`config.mk`:
```
export PLATFORM = sky130hd
export DESIGN_NAME = demux_rr_scheduler
export DESIGN_NICKNAME = d
export VERILOG_FILES = /design/src/rtl/demux_rr_scheduler.sv
export SDC_FILE = /design/constraint.sdc
export NUM_CORES = 1
export LEC_CHECK = 0
export ABC_AREA = 0
export BUFFER_PORTS_ARGS = -buffer_cell sky130_fd_sc_hd__buf_2
export CORE_UTILIZATION = 40
export CTS_BUF_LIST = sky130_fd_sc_hd__clkbuf_4
export DETAILED_ROUTE_END_ITERATION = 10
export PLACE_DENSITY = 0.71
export SETUP_SLACK_MARGIN = 0.2
export SYNTH_ARGS = -nofsm -noshare
export SYNTH_HDL_FRONTEND = slang
export SYNTH_SLANG_ARGS = --single-unit
```
`constraint.sdc`:
```
create_clock -name clk -period 9.5 [get_ports clk]
set_clock_uncertainty 0.1 [all_clocks]
set_input_delay 1.9 -clock clk [delete_from_list [all_inputs] [get_ports clk]]
set_output_delay 1.9 -clock clk [all_outputs]
set_load 0.05 [all_outputs]
```
`src/rtl/demux_rr_scheduler.sv`:
```
// Round-robin scheduler in front of an 8-channel demultiplexer.
// Holds one upstream word at a time and offers it to the next enabled channel.
// A channel that stays not-ready too long is skipped, and the same word is
// retried on the next channel in order.
//
// Handshake: a word moves across an interface on a rising clock edge where
// valid and ready are both high. A valid, once raised, stays high with its
// data stable until that transfer happens. Ready may change freely.
// There are two exceptions to the "valid stays high" rule. If the targeted
// channel is disabled, or it times out, the scheduler withdraws ch_valid and
// searches again.
module demux_rr_scheduler #(
  parameter int DATA_W  = 8,
  parameter int NCH     = 8,
  parameter int SEL_W   = 3,
  parameter int TIMEOUT = 15
) (
  input  logic              clk,
  input  logic              rst,
  input  logic [DATA_W-1:0] in_data,
  input  logic              in_valid,
  output logic              in_ready,
  input  logic [NCH-1:0]    chan_en,
  output logic [SEL_W-1:0]  sel_out,
  output logic [DATA_W-1:0] data_out,
  output logic [NCH-1:0]    ch_valid,
  input  logic [NCH-1:0]    ch_ready,
  output logic [15:0]       sent_cnt,
  output logic              drop_pulse,
  output logic              busy,
  output logic [1:0]        state_dbg
);

  localparam int TIMER_W = $clog2(TIMEOUT + 1);

  typedef enum logic [1:0] {
    IDLE   = 2'd0,
    SEARCH = 2'd1,
    SEND   = 2'd2
  } state_t;

  state_t             state;
  logic [SEL_W-1:0]   ptr;
  logic [DATA_W-1:0]  hold;
  logic [TIMER_W-1:0] timer;

  logic               found;
  logic [SEL_W-1:0]   found_ch;
  logic [SEL_W-1:0]   idx;
  int                 sum;

  assign state_dbg = state;

  // Channel after c, wrapping from the last channel back to 0.
  function automatic logic [SEL_W-1:0] next_ch(input logic [SEL_W-1:0] c);
    if (int'(c) == NCH - 1) return '0;
    else                    return c + 1'b1;
  endfunction

  // One-hot valid vector for channel c.
  function automatic logic [NCH-1:0] one_hot(input logic [SEL_W-1:0] c);
    logic [NCH-1:0] v;
    v    = '0;
    v[c] = 1'b1;
    return v;
  endfunction

  // Find the first enabled channel at or after ptr, wrapping past the last one.
  always_comb begin
    found    = 1'b0;
    found_ch = '0;
    idx      = '0;
    sum      = 0;
    for (int i = 0; i < NCH; i++) begin
      sum = int'(ptr) + i;
      if (sum >= NCH) sum = sum - NCH;
      idx = SEL_W'(sum);
      if (!found && chan_en[idx]) begin
        found    = 1'b1;
        found_ch = idx;
      end
    end
  end

  // Scheduler FSM with registered outputs.
  always_ff @(posedge clk or posedge rst) begin
    if (rst) begin
      state      <= IDLE;
      ptr        <= '0;
      hold       <= '0;
      timer      <= '0;
      sel_out    <= '0;
      data_out   <= '0;
      ch_valid   <= '0;
      in_ready   <= 1'b0;
      sent_cnt   <= 16'd0;
      drop_pulse <= 1'b0;
      busy       <= 1'b0;
    end else begin
      drop_pulse <= 1'b0;
      case (state)
        IDLE: begin
          if (in_valid && in_ready) begin
            hold     <= in_data;
            in_ready <= 1'b0;
            busy     <= 1'b1;
            state    <= SEARCH;
          end else begin
            in_ready <= |chan_en;
          end
        end
        SEARCH: begin
          // With an empty mask, wait here and keep the held word.
          if (found) begin
            sel_out  <= found_ch;
            data_out <= hold;
            ch_valid <= one_hot(found_ch);
            timer    <= '0;
            state    <= SEND;
          end
        end
        SEND: begin
          // Check order matters: a transfer beats a disable, and both beat a timeout.
          if (ch_ready[sel_out]) begin
            sent_cnt <= sent_cnt + 16'd1;
            ptr      <= next_ch(sel_out);
            ch_valid <= '0;
            // Re-arm in_ready so that IDLE can accept on its first cycle.
            in_ready <= |chan_en;
            busy     <= 1'b0;
            state    <= IDLE;
          end else if (!chan_en[sel_out]) begin
            ptr      <= next_ch(sel_out);
            ch_valid <= '0;
            state    <= SEARCH;
          end else if (timer == TIMER_W'(TIMEOUT)) begin
            drop_pulse <= 1'b1;
            ptr        <= next_ch(sel_out);
            ch_valid   <= '0;
            state      <= SEARCH;
          end else begin
            timer <= timer + 1'b1;
          end
        end
        default: begin
          ch_valid <= '0;
          in_ready <= 1'b0;
          busy     <= 1'b0;
          state    <= IDLE;
        end
      endcase
    end
  end

endmodule

```
==> impl_metrics.sql <==
INSERT INTO impl_metrics (metric_group, metric, value, unit) VALUES
('logic_synthesis', 'yosys_warning_count', '0', ''),
('worst_setup_path', 'timing.critical_path.fanout_max', '20', ''),
('clock_network', 'numCtsBuffers', '5', ''),
('logic_synthesis', 'yosysSeqAreaShare', '0.387', ''),
('worst_setup_path', 'slowest_cell_on_the_critical_path', 'sky130_fd_sc_hd__ha_1', ''),
('place', 'detailed_place_hpwl', '5640', 'µm'),
('timing', 'post-route-period-util', '0.521', ''),
('timing', 'setup_violations', '0', ''),
('run_status', 'outcome', 'finished clean', ''),
('logic_synthesis', 'synth_enable_flop_cells', '0', ''),
('place', 'port_buffers', '66', ''),
('global_route', 'antenna_found_initial', '0', ''),
('drt', 'post_route_wl', '7930', 'µm'),
('job', 'maxCapViolations', '0', ''),
('layout', 'multi_input_combinational_cell_area', '2010', 'µm²'),
('clock_network', 'holdBufCountCts', '0', ''),
('timing', 'grt_setup_unrepaired', 'false', ''),
('clock_network', 'clk_pin_slew', '150', 'ps'),
('clock_network', 'h-tree-depth', '2', ''),
('worst_setup_path', 'startpoint', 'ptr[0]$_DFFE_PP0P_', ''),
('logic_synthesis', 'syn-mean-instance-area', '11.4', 'µm²'),
('global_route', 'grt.total_usage', '0.182', ''),
('power', 'power.internal', '776', 'µW'),
('drt', 'drc', '0', ''),
('die', 'num_io_pins', '67', ''),
('logic_synthesis', 'dominantRegCellSynth', 'sky130_fd_sc_hd__dfrtp_1', ''),
('worst_setup_path', 'rr_startpoint', 'ptr[0]$_DFFE_PP0P_', ''),
('drt', 'initialDrtViolationCount', '129', ''),
('timing', 'transition_time_at_the_pin_with_the_least_slew_margin', '878', 'ps'),
('global_route', 'grt_max_degree', '56', ''),
('logic_synthesis', 'ys_top_cells_by_area', 'sky130_fd_sc_hd__dfrtp_1, sky130_fd_sc_hd__mux4_2, sky130_fd_sc_hd__mux2_2, sky130_fd_sc_hd__xnor2_1, sky130_fd_sc_hd__mux4_1', ''),
('power', 'share_seq_of_total_power', '0.271', ''),
('die', 'chipHeight', '96.3', 'µm'),
('die', 'coreArea', '8680', 'µm²'),
('global_route', 'overflow', '0', ''),
('logic_synthesis', 'cell_area_after_synthesis', '3560', 'µm²'),
('layout', 'final_cell_mix', 'sky130_fd_sc_hd__buf_2, sky130_fd_sc_hd__dfrtp_1, sky130_fd_sc_hd__nand2_1, sky130_fd_sc_hd__mux2_2, sky130_fd_sc_hd__mux4_2', ''),
('timing', 'fin_hold_ws', '384', 'ps'),
('layout', 'share_of_final_layout_standard_cells_stronger_than_drive_strength_1', '0.353', ''),
('drt', 'first_pass_iters', '4', ''),
('power', 'p_sw_frac', '0.487', ''),
('clock_network', 'clock_tree_from_tritoncts', 'yes', ''),
('clock_network', 'post_cts.repair.setup_buffers', '0', ''),
('clock_network', 'root_buffer', 'sky130_fd_sc_hd__clkbuf_4', ''),
('timing', 'timing.fmax', '0.202', 'GHz'),
('min_path', 'worst_hold_startpoint', 'sent_cnt[15]$_DFFE_PP0P_', ''),
('layout', 'n_antenna_cell', '0', ''),
('min_path', 'min-delay-path-class', 'flop to flop', ''),
('worst_setup_path', 'reg2reg_slack', '4550', 'ps'),
('power', 'comb_power_share', '0.625', ''),
('worst_setup_path', 'worst_ep_required_time', '9690', 'ps'),
('timing', 'fin_crit', '4950', 'ps'),
('layout', 'nets', '397', ''),
('clock_network', 'cts.repair.resized', '0', ''),
('power', 'vdd.ir_drop.worst', '183', 'µV'),
('logic_synthesis', 'synth_top_cell_by_area', 'sky130_fd_sc_hd__dfrtp_1', ''),
('layout', 'sequential_cell_area', '1380', 'µm²'),
('drt', 'vias', '2719', ''),
('layout', 'mostFrequentLayoutCell', 'sky130_fd_sc_hd__buf_2', ''),
('die', 'die_w', '96.3', 'µm'),
('clock_network', 'cts_sinks', '55', ''),
('timing', 'hold_viol_final', '0', ''),
('drt', 'wire_per_inst', '16.8', 'µm'),
('die', 'full_die_area', '9270', 'µm²'),
('logic_synthesis', 'synthDominantCellAreaShare', '0.387', ''),
('logic_synthesis', 'async_reset_ff_frac', '1.00', ''),
('worst_setup_path', 'worst-endpoint-arrival', '5140', 'ps'),
('power', 'power_density', '377', 'nW/µm²'),
('timing', 'drv_slew', '0', ''),
('logic_synthesis', 'mappedNetlistNets', '345', ''),
('worst_setup_path', 'worstPathCellList', 'clkinv_1 > ha_1 > mux2i_1 > mux4_2 > a32o_1 > nand3_1 > and3b_1 > nand2_1 > o31ai_1', '');
## logic make-up after synthesis
logic type      after synthesis  synth area share
buf+inv                      35            0.0475
mux                          59             0.255
simple gates                 87             0.128
xor+xnor                     21            0.0517
flops                        55             0.387
compound gates               49             0.109
fa+ha+maj                     6            0.0211
## area by class of cell
cell class                      count  share of cell area
Inverter                           13              0.0122
Multi-Input combinational cell    222               0.501
Timing Repair Buffer               67              0.0841
Clock inverter                      2              0.0150
Clock buffer                        6              0.0112
Tap cell                          108              0.0337
Sequential cell                    55               0.343
## stage by stage
step / area, µm² / util / cells / setup slack (ps)
final: 4020 / 0.463 / 473 / 4550
after global routing: 4020 / 0.463 / 473 / 4210
after CTS: 4020 / 0.463 / 473 / 4590
after detailed placement: 3910 / 0.451 / 465 / 4640
after global placement: 3910 / 0.451 / 465 / 4800
after floorplan: 3560 / - / 312 / 5330
## cells in the mapped netlist, types with 3 or more instances
library cell	count
sky130_fd_sc_hd__dfrtp_1	55
sky130_fd_sc_hd__mux2_2	26
sky130_fd_sc_hd__nand2_1	26
sky130_fd_sc_hd__mux4_2	17
sky130_fd_sc_hd__nor2_1	14
sky130_fd_sc_hd__xnor2_1	14
sky130_fd_sc_hd__buf_2	11
sky130_fd_sc_hd__inv_1	11
sky130_fd_sc_hd__o21ai_0	10
sky130_fd_sc_hd__mux2i_1	9
sky130_fd_sc_hd__nand3_1	9
sky130_fd_sc_hd__and3_1	7
sky130_fd_sc_hd__clkbuf_1	7
sky130_fd_sc_hd__xor2_1	7
sky130_fd_sc_hd__ha_1	6
sky130_fd_sc_hd__nand2b_1	6
sky130_fd_sc_hd__nor2b_1	5
sky130_fd_sc_hd__a21oi_1	4
sky130_fd_sc_hd__and2_1	4
sky130_fd_sc_hd__mux4_1	4
sky130_fd_sc_hd__nand4_1	4
sky130_fd_sc_hd__o31ai_1	4
sky130_fd_sc_hd__a2bb2oi_1	3
sky130_fd_sc_hd__a31oi_1	3
sky130_fd_sc_hd__a32o_1	3
sky130_fd_sc_hd__buf_6	3
## worst paths after layout
kind                                                 end  depth (start not counted)
worst max register to register   ch_valid[5]$_DFFE_PP0P_                          9
max in group asynchronous            hold[4]$_DFFE_PP0P_                          3
worst min-delay path            sent_cnt[15]$_DFFE_PP0P_                          1
worst min register to register  sent_cnt[15]$_DFFE_PP0P_                          1
worst max-delay path             ch_valid[5]$_DFFE_PP0P_                          9
min in group asynchronous        sent_cnt[9]$_DFFE_PP0P_                          3
## power by group through the flow
stage / combinational [µW] / sequential, µW / clock [µW]
global placement: 923 / 411 / 0
finish: 946 / 410 / 157
floorplan: 642 / 537 / 0
detailed placement: 938 / 416 / 0
CTS: 944 / 411 / 161
global route: 1020 / 426 / 168
## routing by layer
layer  part of all wire  vias up  track usage
met5                  0        -            0
met4              0.015        0       0.0576
met3              0.053       13       0.0261
met2               0.50       81        0.298
met1               0.43     1371        0.250
li1                   -     1254            -
## flip-flops by register name (all words and copies together), names as in the netlist, 2 cells and up
name / count
ptr: 3
sel_out: 3
sent_cnt: 16
hold: 8
timer: 4
state_dbg: 2
data_out: 8
ch_valid: 8
No activity file was read; power rests on OpenSTA's default activity.
